$ cat src/rtl/tristate_bus_arbiter.sv
// tristate_bus_arbiter: round-robin owner selection for a shared tristate bus.
// Drives the per-requester buffer enables directly. At most one enable is ever
// high, and every change of owner passes through at least one all-off cycle.
// Optional feature macro: BUS_TIMEOUT_EN adds the hold counter and revokes an
// owner after HOLD_MAX grant cycles. Without it the counter is removed and
// timeout_o is tied low.
module tristate_bus_arbiter #(
  parameter int NREQ     = 4,
  parameter int HOLD_MAX = 8
) (
  input  logic                     clk_i,
  input  logic                     rst_i,
  input  logic [NREQ-1:0]          req_i,
  output logic [NREQ-1:0]          grant_o,
  output logic [$clog2(NREQ)-1:0]  grant_id_o,
  output logic                     bus_busy_o,
  output logic                     timeout_o
);

  localparam int IDW = $clog2(NREQ);

  typedef enum logic [1:0] {
    IDLE = 2'd0,
    OWN  = 2'd1,
    GAP  = 2'd2
  } state_e;

  // Parameter range check at elaboration; HOLD_MAX is ignored by the logic
  // when the timeout feature is compiled out.
  if (NREQ < 2 || NREQ > 8) begin : gBadNreq
    $error("tristate_bus_arbiter: NREQ must be in 2..8");
  end
  if (HOLD_MAX < 2 || HOLD_MAX > 255) begin : gBadHold
    $error("tristate_bus_arbiter: HOLD_MAX must be in 2..255");
  end

  state_e           state_q, state_d;
  logic [NREQ-1:0]  grant_q, grant_d;
  logic [IDW-1:0]   grant_id_q, grant_id_d;
  logic [IDW-1:0]   ptr_q, ptr_d;
  logic [IDW-1:0]   winner;
  logic [IDW-1:0]   nextPtr;

`ifdef BUS_TIMEOUT_EN
  localparam logic [7:0] HOLD_LIM = 8'(HOLD_MAX);
  logic [7:0]       cnt_q, cnt_d;
  logic             timeout_q, timeout_d;
`endif

  // Round-robin scan: first set request at or after ptr_q, with wrap-around.
  always_comb begin
    int             idx;
    logic [IDW-1:0] idxN;
    logic           found;
    winner = '0;
    found  = 1'b0;
    idx    = 0;
    idxN   = '0;
    for (int i = 0; i < NREQ; i++) begin
      idx  = (int'(ptr_q) + i) % NREQ;
      idxN = IDW'(idx);
      if (!found && req_i[idxN]) begin
        found  = 1'b1;
        winner = idxN;
      end
    end
    nextPtr = (winner == IDW'(NREQ - 1)) ? '0 : winner + IDW'(1);
  end

  // Next-state logic: IDLE picks a winner, OWN waits for release (or revokes
  // on timeout), GAP keeps all enables off for one turnaround cycle.
  always_comb begin
    state_d    = state_q;
    grant_d    = grant_q;
    grant_id_d = grant_id_q;
    ptr_d      = ptr_q;
`ifdef BUS_TIMEOUT_EN
    cnt_d      = cnt_q;
    timeout_d  = 1'b0;
`endif
    case (state_q)
      IDLE: begin
        if (|req_i) begin
          state_d    = OWN;
          grant_d    = NREQ'(1) << winner;
          grant_id_d = winner;
          ptr_d      = nextPtr;
`ifdef BUS_TIMEOUT_EN
          cnt_d      = 8'd1;
`endif
        end
      end
      OWN: begin
        if (!req_i[grant_id_q]) begin
          state_d    = GAP;
          grant_d    = '0;
          grant_id_d = '0;
        end
`ifdef BUS_TIMEOUT_EN
        else if (cnt_q >= HOLD_LIM) begin
          state_d    = GAP;
          grant_d    = '0;
          grant_id_d = '0;
          timeout_d  = 1'b1;
        end else if (cnt_q != 8'hFF) begin
          cnt_d = cnt_q + 8'd1;
        end
`endif
      end
      GAP: begin
        state_d = IDLE;
      end
      default: begin
        state_d    = IDLE;
        grant_d    = '0;
        grant_id_d = '0;
      end
    endcase
  end

  // State and output registers; reset drops every enable immediately.
  always_ff @(posedge clk_i or posedge rst_i) begin
    if (rst_i) begin
      state_q    <= IDLE;
      grant_q    <= '0;
      grant_id_q <= '0;
      ptr_q      <= '0;
`ifdef BUS_TIMEOUT_EN
      cnt_q      <= 8'd0;
      timeout_q  <= 1'b0;
`endif
    end else begin
      state_q    <= state_d;
      grant_q    <= grant_d;
      grant_id_q <= grant_id_d;
      ptr_q      <= ptr_d;
`ifdef BUS_TIMEOUT_EN
      cnt_q      <= cnt_d;
      timeout_q  <= timeout_d;
`endif
    end
  end

  assign grant_o    = grant_q;
  assign grant_id_o = grant_id_q;
  assign bus_busy_o = |grant_q;
`ifdef BUS_TIMEOUT_EN
  assign timeout_o  = timeout_q;
`else
  assign timeout_o  = 1'b0;
`endif

endmodule

$ cat config.mk
export PLATFORM = sky130hd
export DESIGN_NAME = tristate_bus_arbiter
export DESIGN_NICKNAME = d
export VERILOG_FILES = /design/src/rtl/tristate_bus_arbiter.sv
export SDC_FILE = /design/constraint.sdc
export NUM_CORES = 1
export LEC_CHECK = 0
export ABC_AREA = 0
export CORE_MARGIN = 4
export CORE_UTILIZATION = 35
export DETAILED_ROUTE_END_ITERATION = 6
export PLACE_DENSITY = 0.61
export SLEW_MARGIN = 10
export SYNTH_ARGS = -nofsm -noshare
export SYNTH_HDL_FRONTEND = slang
export SYNTH_SLANG_ARGS = --single-unit
$ cat constraint.sdc
create_clock -name clk_i -period 2.9 [get_ports clk_i]
set_input_delay 0.58 -clock clk_i [delete_from_list [all_inputs] [get_ports clk_i]]
set_output_delay 0.58 -clock clk_i [all_outputs]
set_load 0.005 [all_outputs]
Word-level counts from Yosys, hierarchy flattened
Index checks and enable logic that the tools add are counted.
Word-level totals
  register bits after elaboration: 10
  bits in latches: 0
  RAM bits: 0
  ROM bits: 0
  input bits: 6
  output and inout port bits: 8
  word-level logic and storage cells: 59
  memories kept: 0
Operators by class
  add/subtract/negate cells: 4
  $mul: 0
  div/mod/pow operators: 0
  $lt $le $gt $ge: 5
  equality and inequality tests: 5
  shift operators: 1
  mux-type cells: 27
  bitwise operators: 1
  reduce and logical (&&, ||, !) cells: 12
Operator list (count)
  2-bit 2-to-1 mux: 9
  2-bit by 3-bit < comparator with 1-bit output, second input constant: 5
  4-bit one-hot mux with 3 select lines: 1
  1-bit binary-select mux with 2-bit select: 5
  1-bit 2-to-1 mux: 8
  4-bit 2-to-1 mux: 2
  4-bit OR reduction: 2
  2-bit one-hot mux with 3 select lines: 1
  2-bit by 1-bit adder with 2-bit output, second input constant: 2
  2-bit adder, second input constant: 2
  2-bit equality test, second input constant: 2
  2-bit != test, second input constant: 2
  2-bit one-hot mux with 2 select lines: 1
  2-bit AND reduction: 2
  1-bit by 2-bit left shift with 4-bit output, first input constant: 1
  1-bit logical AND: 3
  1-bit logical NOT: 3
  3-bit AND reduction: 1
  2-bit by 1-bit equality test with 1-bit output, second input constant: 1
  2-bit logical NOT: 1
  1-bit NOT: 1

Logic depth before layout (Yosys ltp)
Gate-level depths: netlist of run 1.
  depth in word-level cells: 15
  mapped depth: 7
  gate-level depth less buffers: 7

Worst setup path after synthesis of run 1
Ideal clock, no wire load.
  path type: input -> register
  start point: input req_i[3]
  end point: register grant_q[0] (netlist: grant_o[0])
  arrival: 1.576 ns
  path slack: 1.203 ns
  cell stages on the path: 6
  buffers on the path: 0
  cell sequence: inv_2 a22o_1 a211oi_4 inv_1 ha_1 a22o_1
Between the ends
  longest elaborated chain between the ends: 15
  elaborated cells between the ends (all ways): 30
RTL lines
  start, declared: RTL line 13  | input logic [NREQ-1:0] req_i,
  1-bit binary-select mux with 2-bit select: RTL line 62  | if (!found && req_i[idxN]) begin
  1-bit 2-to-1 mux (not written as such): RTL line 62
  1-bit 2-to-1 mux: RTL line 62
  1-bit logical NOT: RTL line 62
  1-bit logical AND: RTL line 62
  1-bit 2-to-1 mux: RTL line 62
  1-bit logical NOT: RTL line 62
  1-bit logical AND: RTL line 62
  1-bit 2-to-1 mux: RTL line 62
  1-bit logical NOT: RTL line 62
  1-bit logical AND: RTL line 62
  2-bit 2-to-1 mux: RTL line 62
  1-bit by 2-bit left shift with 4-bit output: RTL line 85  | grant_d = NREQ'(1) << winner;
  4-bit 2-to-1 mux: RTL line 83  | if (|req_i) begin
  4-bit one-hot mux with 3 select lines: RTL line 81  | case (state_q)
  end signal, assigned: RTL line 134  | grant_q <= grant_d;
  end, declared: RTL line 38  | logic [NREQ-1:0] grant_q, grant_d;
Several ways; a longest one is shown, not always the timed one. The select of a mux whose other input is x is not followed.
A chain may end at the register's enable or synchronous reset.

Worst setup path in the final report of run 1
  start point: register grant_q[2] (netlist: grant_o[2])
  end point: output bus_busy_o
Between the ends
  longest elaborated chain between the ends: 1
RTL lines
  4-bit OR reduction: RTL line 146  | assign bus_busy_o = |grant_q;
  end, declared: RTL line 16  | output logic bus_busy_o,
No other way between the ends.

==> results of run 1 <==
==> final timing paths <==
kind	slack, ns	start	depth (start not counted)	endpoint
worst min-delay path	0.54	grant_o[0]	1	grant_o[0]
max in group asynchronous	2.01	rst_i	2	grant_id_o[0]
worst max register to register	1.25	ptr_q[0]	6	grant_o[0]
worst min register to register	0.54	grant_o[0]	1	grant_o[0]
worst max-delay path	0.69	grant_o[2]	2	bus_busy_o
min in group asynchronous	0.60	rst_i	2	ptr_q[1]
==> power breakdown <==
group / leakage (nW) / switching, mW / internal (mW)
Clock: 0.0138 / 0.0471 / 0.0479
Combinational: 0.227 / 0.175 / 0.230
Sequential: 0.128 / 0.0738 / 0.203
==> registers in the layout, indices dropped and copies added (netlist names) <==
name and cells:
grant_o 4, grant_id_o 2, ptr_q 2, state_q 2
==> routing by layer <==
| layer | GRT usage | share of wire |
|---|---|---|
| met5 | 0 | 0 |
| met4 | 0.0538 | 0 |
| met3 | 0.0178 | 0.046 |
| met2 | 0.167 | 0.43 |
| met1 | 0.170 | 0.52 |
==> cells in the mapped netlist <==
library cell and number:
a211oi_4 1, a21oi_1 4, a22o_1 6, a22oi_4 1, a2bb2o_1 1, and3b_1 1, and3b_4 1, buf_4 1
conb_1 1, dfrtp_1 10, ha_1 4, inv_1 3, inv_2 2, mux2_2 1, mux2_4 1, mux2i_1 1
nand2_1 5, nand2b_1 2, nor2_1 3, nor3_2 1, nor3b_1 1, nor4_4 1, o21ai_1 2, o21ai_2 1
o2bb2ai_1 1, or3_1 1, or4_1 1
==> cells by family after synthesis <==
logic type,count (synthesis),synth area share
compound gates,17,0.239
simple gates,17,0.183
flops,10,0.394
fa+ha+maj,4,0.0789
mux,3,0.0572
buf+inv,6,0.0414
other cells,1,0.00591
==> metrics by stage <==
step	worst slack, ns	hold WS, ns	total power, mW	instances
global route	0.633	0.560	0.840	97
detailed placement	0.478	0.513	0.687	94
floorplan	1.20	0.420	0.511	58
CTS	0.677	0.532	0.785	97
finish	0.686	0.537	0.776	97
global placement	0.496	0.516	0.682	94
==> critical path: cells and delay by family, from the launching register on <==
kind / cells / cell delay (ns)
buffers and inverters: 1 / 0.46
AND/OR/NAND/NOR: 1 / 0.52
flip-flops: 1 / 0.40
==> area by class of cell <==
cell class	count	share of cell area
clock buffer	3	0.0281
timing repair buffer	12	0.150
sequential	10	0.313
tap	25	0.0391
multi-input combinational	42	0.447
inverter	5	0.0234
==> results.json, run 1 <==
{
  "synth_area_per_cell_um2": 10.9,
  "crit_required_ns": 2.32,
  "clkTransAtPathRegs_ns": 0.07,
  "synth_area_leader_cell": "dfrtp_1",
  "grt_use_total": 0.117,
  "insertion_delay_ns": 0.26,
  "first_global_vias": 496,
  "grt_max_degree": 11,
  "fin_area_um2": 801,
  "crit_slowest_cell": "or4_1",
  "vias": 466,
  "ant_nets": 0,
  "dieArea_mm2": 0.00256,
  "clockBufferDepth": 2,
  "final-seq-area_um2": 250,
  "fin_util": 0.464,
  "numPortBuffers": 12,
  "synth_seq_cells": 10,
  "die_x_um": 50.6,
  "mostFrequentLayoutCells": "clkdlybuf4s50_1 (12), dfrtp_1 (10), a22o_1 (6)",
  "crit_path_start_kind": "flop",
  "first_iter_violations": 13,
  "cts.hold.buffers_added": 0,
  "cts.root.buffer_cell": "clkbuf_4",
  "num-nets-final": 84,
  "critPathMaxStageDelay_ns": 0.52,
  "ys_seq_area_frac": 0.394,
  "maxSlewViolCount": 0,
  "num_rows": 15,
  "antenna_found_initial": 0,
  "cts_resized": 0,
  "n_antenna_cell": 0,
  "placed_area_um2": 778,
  "wirelength_um": 1280,
  "wl_per_cell_um": 13.2,
  "dp_hpwl_um": 958,
  "yosys_warnings": 0,
  "fin_crit_sh": 0.763,
  "yosys-top-cells-area": "dfrtp_1 (39%), a22o_1 (8.3%), ha_1 (7.9%)",
  "period_minus_slack_ns": 2.21,
  "power_density_mw_per_mm2": 970,
  "critPathArrivalTime_ns": 1.63,
  "syn_to_final_growth_pct": 26.2,
  "syn_area_um2": 634,
  "die_h_um": 50.6,
  "end_kind": "output port",
  "gr-total-overflow": 0,
  "cts_buffers": 3,
  "fmax_mhz": 452,
  "min_path_type": "flop to flop",
  "synth_cells": 58,
  "rsz0062_at_grt": "no",
  "drive_gt1_frac": 0.181,
  "multi_input_area_um2": 358,
  "run_status": "finished, final reports clean",
  "setup_violations": 0,
  "vdd_drop_max_mv": 0.385,
  "skew_ns": 0.000927,
  "grt_pass1_wl_um": 2280,
  "cp_max_fo": 3,
  "nFillCells": 182,
  "clkSinkCount": 10,
  "cap_violations": 0,
  "crit_chain": "or4_1, clkdlybuf4s50_1",
  "hold_violations": 0,
  "netlist.area_leader.share": 0.394,
  "start_util": 0.367,
  "drt-vias-per-instance": 4.80,
  "crit_type": "flop to output port",
  "fin_tns_setup_ns": 0,
  "syn_nets": 68,
  "dr.pass1.iters": 4,
  "yosysUniqueCellTypes": 27,
  "cts_tree": "yes",
  "p_leak_nw": 0.368,
  "gp_congestion": 0.752,
  "htree_num_levels": 1,
  "cts_setup_buffers": 0,
  "pin_count": 14,
  "core_area_mm2": 0.00173,
  "final_common_cell": "clkdlybuf4s50_1",
  "drcViolationCount": 0
}
Note: power is estimated with default switching activity, not from simulation.
==> run 2: changes to the inputs <==
clock period = 2.2 ns   (was 2.9 ns; I/O delays follow)
==> run 2 against run 1 <==
  * Count of clock-buffer cells in the layout unchanged
  * Clock power increased by 29%
  * Worst setup slack got worse by 0.55 ns
  * Global-route usage decreased by 0.70 points
  * Wire length decreased by 0.31%
  * Die area unchanged
  * Via count increased by 5.4%
  * Final cell count increased by 5.2%
  * Sequential share of layout area decreased by 1.4 points
  * Worst hold slack got worse by 0.093 ns
  * Critical path type unchanged
  * Critical endpoint unchanged
==> results.json, run 2 (same netlist as run 1, synthesis figures left out) <==
{
  "use_met3": 0.0237,
  "drt-vias-per-instance": 4.81,
  "power_density_mw_per_mm2": 1230,
  "cts.hold.buffers_added": 0,
  "crit_slowest_cell": "or4_1",
  "gp_congestion": 0.690,
  "num-nets-final": 89,
  "skew_ns": 0.00158,
  "power_mw": 1.03,
  "dp_hpwl_um": 1020,
  "crit_type": "flop to output port",
  "wirelength_um": 1280,
  "wl_per_cell_um": 12.5,
  "period_minus_slack_ns": 2.06,
  "fin_crit_sh": 0.938,
  "die_x_um": 50.6,
  "n_antenna_cell": 0,
  "fin_util": 0.486,
  "drive_gt1_frac": 0.234,
  "cts.root.buffer_cell": "clkbuf_4",
  "p_leak_nw": 0.392,
  "start_util": 0.367,
  "fmax_mhz": 484,
  "cap_violations": 0,
  "num_rows": 15,
  "pin_count": 14,
  "htree_num_levels": 1,
  "clockBufferDepth": 2,
  "mostFrequentLayoutCells": "clkdlybuf4s50_1 (12), dfrtp_1 (10), a22o_1 (6)",
  "critPathMaxStageDelay_ns": 0.51,
  "grt_use_total": 0.110,
  "cp_max_fo": 3,
  "syn_to_final_growth_pct": 32.1,
  "largest_register_ffs": 4,
  "numPortBuffers": 12,
  "die_h_um": 50.6,
  "fin_tns_setup_ns": 0,
  "run_status": "finished, final reports clean",
  "dieArea_mm2": 0.00256,
  "ant_nets": 0,
  "grt_max_degree": 11,
  "cts_setup_buffers": 0,
  "first_iter_violations": 5,
  "insertion_delay_ns": 0.26,
  "vdd_drop_max_mv": 0.556,
  "end_kind": "output port",
  "clkSinkCount": 10,
  "final_common_cell": "clkdlybuf4s50_1",
  "first_global_vias": 499,
  "crit_path_start_kind": "flop",
  "use_met1": 0.131,
  "crit_required_ns": 1.76,
  "cts_buffers": 3,
  "clkTransAtPathRegs_ns": 0.06,
  "placed_area_um2": 816,
  "crit_family": "simple AND/OR/NAND/NOR gates",
  "setup_violations": 0,
  "fin_area_um2": 838,
  "dp_worst_setup_slack_ns": 0.115,
  "min_path_type": "primary input to async pin",
  "crit_chain": "or4_1, clkdlybuf4s50_1",
  "antenna_found_initial": 0,
  "rsz0062_at_grt": "no",
  "drcViolationCount": 0,
  "vias": 491,
  "gr-total-overflow": 0,
  "reg2reg_slack_ns": 0.64,
  "startpoint": "grant_o[2]",
  "core_area_mm2": 0.00173,
  "critPathArrivalTime_ns": 1.62,
  "grt.busiest_layer": "met2",
  "path_buf_inv": 1,
  "hold_violations": 0,
  "dr.pass1.iters": 4,
  "cts_tree": "yes",
  "r2r_start": "ptr_q[0]",
  "grt_pass1_wl_um": 2110,
  "met2_usage": 0.178,
  "worst_slack_ns": 0.136,
  "cts_resized": 0,
  "maxSlewViolCount": 0
}
-- run 2: cell count changes in the layout (fill, tap and decap cells not counted), sizes merged --
cell and change:
buf +5
-- run 2: power breakdown --
group | switching (mW) | internal (mW)
combinational | 0.228 | 0.317
clock | 0.0598 | 0.0631
sequential | 0.0958 | 0.268
total | 0.384 | 0.648
-- run 2: worst reg2reg max path, stage by stage, from the launching register on --
cell and delay [ns]:
dfrtp_1 0.37, inv_2 0.05, a22o_1 0.25, a211oi_4 0.28, inv_1 0.09, ha_1 0.21
a22o_1 0.20
-- run 2: metrics by stage --
stage               hold WS [ns]  cells
floorplan                  0.280     58
global placement           0.517     99
detailed placement         0.516     99
CTS                        0.466    102
global route               0.490    102
finish                     0.444    102
-- run 2: layout make-up --
type	count	area, µm²
Clock buffer	3	22.5
Fill cell	169	888
Inverter	5	18.8
Multi-Input combinational cell	42	358
Sequential cell	10	250
Tap cell	25	31.3
Timing Repair Buffer	17	158
-- run 2: worst paths after layout --
check / to / depth (start not counted)
worst min register to register: grant_o[1] / 1
worst min-delay path: grant_o[0] / 2
min in group clk_i: grant_o[1] / 1
worst max register to register: grant_o[0] / 6
max in group asynchronous: state_q[1] / 2
worst max-delay path: bus_busy_o / 2
-- run 2: layer usage --
layer,vias to the layer above,share of wire,wire [µm]
met5,-,0,0
met4,0,0.030,38
met3,4,0.053,68
met2,15,0.45,574
met1,225,0.47,596
li1,247,-,-
==> run 3: changes to the inputs <==
GPL_ROUTABILITY_DRIVEN = 0   (was not set)
MAX_ROUTING_LAYER = met4   (was not set)
==> results of run 3 <==
The final DEF is identical to that of run 2; final timing and power are the same.
Among the figures that moved: overall routing resource usage 0.110 -> 0.113
